===== config.mk =====
export PLATFORM = sky130hd
export DESIGN_NAME = id_ex_stage
export DESIGN_NICKNAME = d
export VERILOG_FILES = /design/src/rtl/mips_pkg.sv /design/src/rtl/hazard_unit.sv /design/src/rtl/id_ex_stage.sv
export SDC_FILE = /design/constraint.sdc
export NUM_CORES = 1
export LEC_CHECK = 0
export CORE_AREA = 2 2 126 128
export CTS_CLUSTER_SIZE = 14
export DETAILED_ROUTE_END_ITERATION = 6
export DIE_AREA = 0 0 128 130
export PLACE_DENSITY = 0.95
export RECOVER_POWER = 100
export SLEW_MARGIN = 20
export SYNTH_ARGS = -nofsm -noshare
export SYNTH_HDL_FRONTEND = slang
export SYNTH_SLANG_ARGS = --single-unit

===== constraint.sdc =====
create_clock -name clk -period 2.75 [get_ports clk]
set_input_delay 0.275 -clock clk [delete_from_list [all_inputs] [get_ports clk]]
set_output_delay 0.275 -clock clk [all_outputs]
set_load 0.1 [all_outputs]

===== src/rtl/mips_pkg.sv =====
// Shared MIPS pipeline definitions: decoder bundle bit positions, opcodes, ALUOp codes, widths.
package mips_pkg;

  localparam int REG_IDX_W = 5;
  localparam int CTRL_W    = 10;
  localparam int DATA_W    = 32;
  localparam int FUNCT_W   = 6;

  // Decoder bundle {RegDst,ALUSrc,MemtoReg,RegWrite,MemRead,MemWrite,Branch,Jal,ALUOp[1:0]}
  localparam int CTRL_REG_DST    = 9;
  localparam int CTRL_ALU_SRC    = 8;
  localparam int CTRL_MEM_TO_REG = 7;
  localparam int CTRL_REG_WRITE  = 6;
  localparam int CTRL_MEM_READ   = 5;
  localparam int CTRL_MEM_WRITE  = 4;
  localparam int CTRL_BRANCH     = 3;
  localparam int CTRL_JAL        = 2;
  localparam int CTRL_ALU_OP_HI  = 1;
  localparam int CTRL_ALU_OP_LO  = 0;

  localparam logic [5:0] OP_RTYPE = 6'b000000;
  localparam logic [5:0] OP_LW    = 6'b100011;
  localparam logic [5:0] OP_SW    = 6'b101011;
  localparam logic [5:0] OP_BEQ   = 6'b000100;
  localparam logic [5:0] OP_JAL   = 6'b000011;

  localparam logic [1:0] ALUOP_ADD   = 2'b00;
  localparam logic [1:0] ALUOP_SUB   = 2'b01;
  localparam logic [1:0] ALUOP_FUNCT = 2'b10;

  // An instruction reads rt as a source when it is R-type, a store or a branch.
  function automatic logic reads_rt(input logic [CTRL_W-1:0] ctrl);
    return ctrl[CTRL_REG_DST] | ctrl[CTRL_MEM_WRITE] | ctrl[CTRL_BRANCH];
  endfunction

endpackage


===== src/rtl/hazard_unit.sv =====
// Load-use detector: flags an ID instruction that consumes the destination of a load sitting in EX.
module hazard_unit
  import mips_pkg::*;
(
  input  logic                 ex_valid,
  input  logic                 ex_mem_read,
  input  logic [REG_IDX_W-1:0] ex_rt,
  input  logic                 id_valid,
  input  logic                 id_reads_rt,
  input  logic [REG_IDX_W-1:0] id_rs,
  input  logic [REG_IDX_W-1:0] id_rt,
  input  logic                 suppress,
  output logic                 hazard_stall
);

  logic load_in_ex;
  logic rs_match;
  logic rt_match;

  // r0 is never a real dependency, so a load targeting it cannot stall.
  assign load_in_ex   = ex_valid & ex_mem_read & (ex_rt != '0);
  assign rs_match     = (id_rs == ex_rt);
  assign rt_match     = (id_rt == ex_rt) & id_reads_rt;
  assign hazard_stall = ~suppress & load_in_ex & id_valid & (rs_match | rt_match);

endmodule


===== src/rtl/id_ex_stage.sv =====
// ID/EX pipeline register with flush, EX back-pressure and optional load-use stall.
// Define LOAD_USE_DETECT_EN to build the load-use hazard unit; otherwise hazard_stall is tied low.
module id_ex_stage
  import mips_pkg::*;
(
  input  logic                 clk,
  input  logic                 reset,
  input  logic                 id_valid,
  input  logic [CTRL_W-1:0]    id_ctrl,
  input  logic [DATA_W-1:0]    id_rs_data,
  input  logic [DATA_W-1:0]    id_rt_data,
  input  logic [DATA_W-1:0]    id_imm,
  input  logic [DATA_W-1:0]    id_pc_plus4,
  input  logic [REG_IDX_W-1:0] id_rs,
  input  logic [REG_IDX_W-1:0] id_rt,
  input  logic [REG_IDX_W-1:0] id_rd,
  input  logic [FUNCT_W-1:0]   id_funct,
  input  logic                 flush,
  input  logic                 ex_stall,
  output logic                 ex_valid,
  output logic [CTRL_W-1:0]    ex_ctrl,
  output logic [DATA_W-1:0]    ex_rs_data,
  output logic [DATA_W-1:0]    ex_rt_data,
  output logic [DATA_W-1:0]    ex_imm,
  output logic [DATA_W-1:0]    ex_pc_plus4,
  output logic [REG_IDX_W-1:0] ex_rs,
  output logic [REG_IDX_W-1:0] ex_rt,
  output logic [REG_IDX_W-1:0] ex_rd,
  output logic [FUNCT_W-1:0]   ex_funct,
  output logic                 hazard_stall
);

  // Handshake: id_valid qualifies the ID bundle; the stage accepts it on any edge where
  // reset, flush, ex_stall and hazard_stall are all low. ex_valid qualifies the EX bundle.

`ifdef LOAD_USE_DETECT_EN
  hazard_unit u_hazard_unit (
    .ex_valid     (ex_valid),
    .ex_mem_read  (ex_ctrl[CTRL_MEM_READ]),
    .ex_rt        (ex_rt),
    .id_valid     (id_valid),
    .id_reads_rt  (reads_rt(id_ctrl)),
    .id_rs        (id_rs),
    .id_rt        (id_rt),
    .suppress     (flush | reset),
    .hazard_stall (hazard_stall)
  );
`else
  assign hazard_stall = 1'b0;
`endif

  always_ff @(posedge clk) begin
    if (reset) begin
      ex_valid    <= 1'b0;
      ex_ctrl     <= '0;
      ex_rs_data  <= '0;
      ex_rt_data  <= '0;
      ex_imm      <= '0;
      ex_pc_plus4 <= '0;
      ex_rs       <= '0;
      ex_rt       <= '0;
      ex_rd       <= '0;
      ex_funct    <= '0;
    end else if (flush) begin
      ex_valid <= 1'b0;
      ex_ctrl  <= '0;
    end else if (!ex_stall) begin
      if (hazard_stall) begin
        // Bubble: only control is cleared, which also drops MemRead and ends the stall.
        ex_valid <= 1'b0;
        ex_ctrl  <= '0;
      end else begin
        ex_valid    <= id_valid;
        ex_ctrl     <= id_valid ? id_ctrl : '0;
        ex_rs_data  <= id_rs_data;
        ex_rt_data  <= id_rt_data;
        ex_imm      <= id_imm;
        ex_pc_plus4 <= id_pc_plus4;
        ex_rs       <= id_rs;
        ex_rt       <= id_rt;
        ex_rd       <= id_rd;
        ex_funct    <= id_funct;
      end
    end
  end

endmodule

Word-level counts from Yosys, hierarchy flattened
Cells that the tools add are included.
{"block": "word_totals", "ff_bits": 160, "in_bits": 164, "output_inout_bits": 161}
{"block": "op_classes", "muxes": 1, "bitwise_logic": 2, "reduce_logical": 2}
{"op": "10-bit 2-to-1 mux", "n": 1}
{"op": "1-bit inverter", "n": 2}
{"op": "2-bit AND reduction", "n": 1}
{"op": "2-bit OR reduction", "n": 1}

Depth between registers and ports, before layout
{"block": "depth", "ltp_word": 2, "mapped_depth": 6, "ltp_nobuf": 2}

Worst setup path after synthesis
OpenSTA, ideal clock, no wires.
{"block": "synth_timing", "kind": "flip-flop to flip-flop", "from": "register, netlist name ex_funct[0]", "to": "register ex_funct[0]", "setup_time_ns": 0.071, "arrival_time_ns": 1.276, "slack_ns": 1.403, "path_stages_with_launch": 3, "synth_period_minus_slack_ns": 1.347, "cell_sequence": "dfxtp_1 -> o21ai_0 -> a21oi_1"}
{"element": "end signal, assigned", "line": "id_ex_stage.sv:82", "source": "ex_funct <= id_funct;"}
{"element": "end, declared", "line": "id_ex_stage.sv:29", "source": "output logic [FUNCT_W-1:0] ex_funct,"}

Worst setup path after layout
{"block": "layout_timing", "from": "register ex_rt_data[2]", "to": "output port ex_rt_data[2]"}
{"element": "start, declared", "line": "id_ex_stage.sv:23", "source": "output logic [DATA_W-1:0] ex_rt_data,"}
{"element": "start signal, assigned", "line": "id_ex_stage.sv:76", "source": "ex_rt_data <= id_rt_data;"}
No word-level cell between the ends.

==> results.py <==
metrics = {
    "clocking": {
        "cts_sinks": 160,
        "clk_latency_ps": 420,
        "hold_buffers": 0,
        "clk_pin_slew_ps": 60,
        "post_cts_buffers": 0,
        "cts_resized": 0,
        "cts_tree": "yes",
        "cts_made_buffers": 17,
        "cts_max_level": 4,
        "clockBufferDepth": 2,
        "cts_root_buf": "clkbuf_16",
    },
    "setup_path": {
        "critPathMaxFanout": 2,
        "path_delay_family": "buffers and inverters",
        "cp.arrival_ps": 1680,
        "r2r_cells": 2,
        "reg2reg_to": "ex_rs_data[5]$_SDFFE_PP0P_",
        "max_stage_delay_ps": 890,
        "r2r_setup_slack_ps": 2020,
        "endpoint_kind": "output pin",
        "worst-path-stages": 1,
        "required_ps": 2480,
        "r2r_start": "ex_rs_data[5]$_SDFFE_PP0P_",
        "path_buf_inv": 1,
        "startpoint_type": "flop",
        "cp-startpoint": "ex_rt_data[2]$_SDFFE_PP0P_",
        "cpMaxStageDelayCell": "clkbuf_1",
        "crit_chain": "clkbuf_1",
        "crit_type": "flop to output pin",
    },
    "synth": {
        "syn-num-nets": 893,
        "synthCells": 729,
        "synth_top_area_share_pct": 48.51,
        "ys_ff_latch": 160,
        "syn_area_um2": 6603,
        "yosysSeqAreaShare_pct": 48.51,
        "synth_warnings": 0,
        "synthTopCellsByArea": "dfxtp_1 (49%), or3b_1 (19%), a21oi_1 (12%)",
        "yosysTopAreaCell": "dfxtp_1",
        "synth.distinct_cells": 15,
        "syn_avg_cell_area_um2": 9.057,
    },
    "timing": {
        "setup_viol": 0,
        "fin_crit_sh_pct": 70.95,
        "finalHoldViolCount": 0,
        "rsz0062_at_grt": "false",
        "slew_viol_final": 0,
        "fin_hold_ws_ps": 123.6,
        "relSlewSlack_pct": 17.36,
        "tightest_slew_ps": 1245,
        "fmax_mhz": 512.5,
        "tns_ps": 0,
        "fin_ws_ps": 799.0,
        "period_needed_ps": 1951,
        "finClkSkew_ps": 0,
    },
    "finish": {
        "post_layout_nonfiller_instances": 1196,
        "diodes": 0,
        "nets": 1155,
        "area_delta_synth_final_pct": 41.84,
        "fin_util_pct": 60.72,
        "drive_above_1_share_pct": 4.980,
    },
    "drt": {
        "wl_per_cell_um": 15.55,
        "drcViolationCount": 0,
        "vias": 6246,
        "drtAntennaViolNets": 0,
        "drt_iter0_markers": 327,
        "firstDrtPassIters": 4,
        "drt-vias-per-instance": 5.222,
        "totalWireLength_um": 18590,
    },
    "die": {
        "initial_core_util_pct": 42.80,
        "coreArea_um2": 15420,
        "fp.dieArea_um2": 16640,
        "core.rowCount": 46,
        "dieHeight_um": 130,
        "die_w_um": 128,
        "num_io_pins": 325,
    },
    "worst_hold_path": {
        "min_path_cells": 2,
        "min_from": "reset",
        "whs_endpoint": "ex_rs[1]$_SDFFE_PP0P_",
        "hp-class": "input pin to flop",
    },
    "power_and_ir_drop": {
        "peakVddDrop_uv": 384.7,
        "p_per_area_nw_per_um2": 671.4,
        "p_leak_nw": 3.203,
    },
    "placed_design": {
        "gp_congestion": 0.7562,
        "place_ws_ps": 962.7,
        "hpwl_um": 12610,
        "numPortBuffers": 323,
        "placedCellCount": 1164,
    },
    "job": {
        "max-cap-violations": 0,
    },
    "global_route": {
        "track_usage_pct": 21.08,
        "grt_max_degree": 167,
        "grt-ovfl-total": 0,
        "antenna_found_initial": 0,
        "grt_pass1_wl_um": 27930,
        "grt_pass1_vias": 5508,
    },
    "status": {
        "status": "complete, no violations",
    },
}
==> worst max path at each step <==
stage                                    to
2_1_floorplan      ex_funct[0]$_SDFFE_PP0P_
3_3_place_gp        ex_imm[17]$_SDFFE_PP0P_
3_5_place_dp   ex_pc_plus4[23]$_SDFFE_PP0P_
4_1_cts                       ex_rt_data[2]
5_1_grt          ex_rs_data[7]$_SDFFE_PP0P_
6_report                      ex_rt_data[2]
==> through the flow <==
step,cell area [µm²],power (mW)
floorplan,6603,3.561
global placement,9356,3.981
detailed placement,9356,4.000
CTS,9970,6.437
global route,9365,6.515
finish,9365,6.288
==> area by class of cell <==
cell class	instances	area [µm²]
clock buffer	19	452.9
timing repair buffer	331	2326
fill	1390	6060
sequential	160	3203
multi-input combinational	481	2983
clock inverter	13	160.2
tap	192	240.2
==> registers in the layout, summed over array words and instances, names as in the netlist <==
signal and cells:
ex_funct 6, ex_rd 5, ex_valid 1, ex_rs 5
ex_pc_plus4 32, ex_rt_data 32, ex_rt 5, ex_ctrl 10
ex_imm 32, ex_rs_data 32
==> worst reg2reg max path, delay by kind of cell (launching register included) <==
family / cells / cell delay [ps]
AOI/OAI and AO/OA: 2 / 320
DFF: 1 / 340
==> cell usage in the layout (no fill, tap or decap), drive strengths merged <==
cell type      synthesis  routed
clkbuf                71     180
or2                    1       1
nand3b                10      10
clkinvlp               0       2
nand2                 10      10
bufinv                 0       3
buf                   17      10
a21oi                159     159
conb                   1       1
mux2i                  1       1
clkinv                 0       6
dfxtp                160     160
clkdlybuf4s50          0     160
inv                    0       2
nor2                   1       1
or3b                 149     149
o21ai                149     149
==> metal layers <==
metal | vias up | track usage, % | share of wire [%]
met5 | - | 0 | 0
met4 | 0 | 10.47 | 3.2
met3 | 37 | 6.560 | 6.8
met2 | 235 | 34.57 | 48
met1 | 2820 | 25.19 | 42
li1 | 3154 | - | -
==> cells by family after synthesis <==
family	count (synthesis)	share of synthesized area (%)
flops	160	48.51
compound gates	308	23.35
other cells	1	0.05680
buf+inv	88	6.311
simple gates	171	21.62
mux	1	0.1516
==> where the power goes <==
group | internal (mW) | switching (mW)
logic | 0.361 | 1.03
clock network | 1.48 | 0.948
registers | 2.42 | 0.0460
==> cells in the mapped netlist <==
| library cell | n |
|---|---|
| or2_2 | 1 |
| buf_2 | 6 |
| o21ai_0 | 149 |
| dfxtp_1 | 160 |
| mux2i_1 | 1 |
| nor2_1 | 1 |
| clkbuf_1 | 71 |
| nand3b_1 | 10 |
| buf_4 | 1 |
| or3b_2 | 8 |
| buf_6 | 10 |
| or3b_1 | 141 |
| nand2_1 | 10 |
| conb_1 | 1 |
| a21oi_1 | 159 |
(Power assumes the default switching activity.)
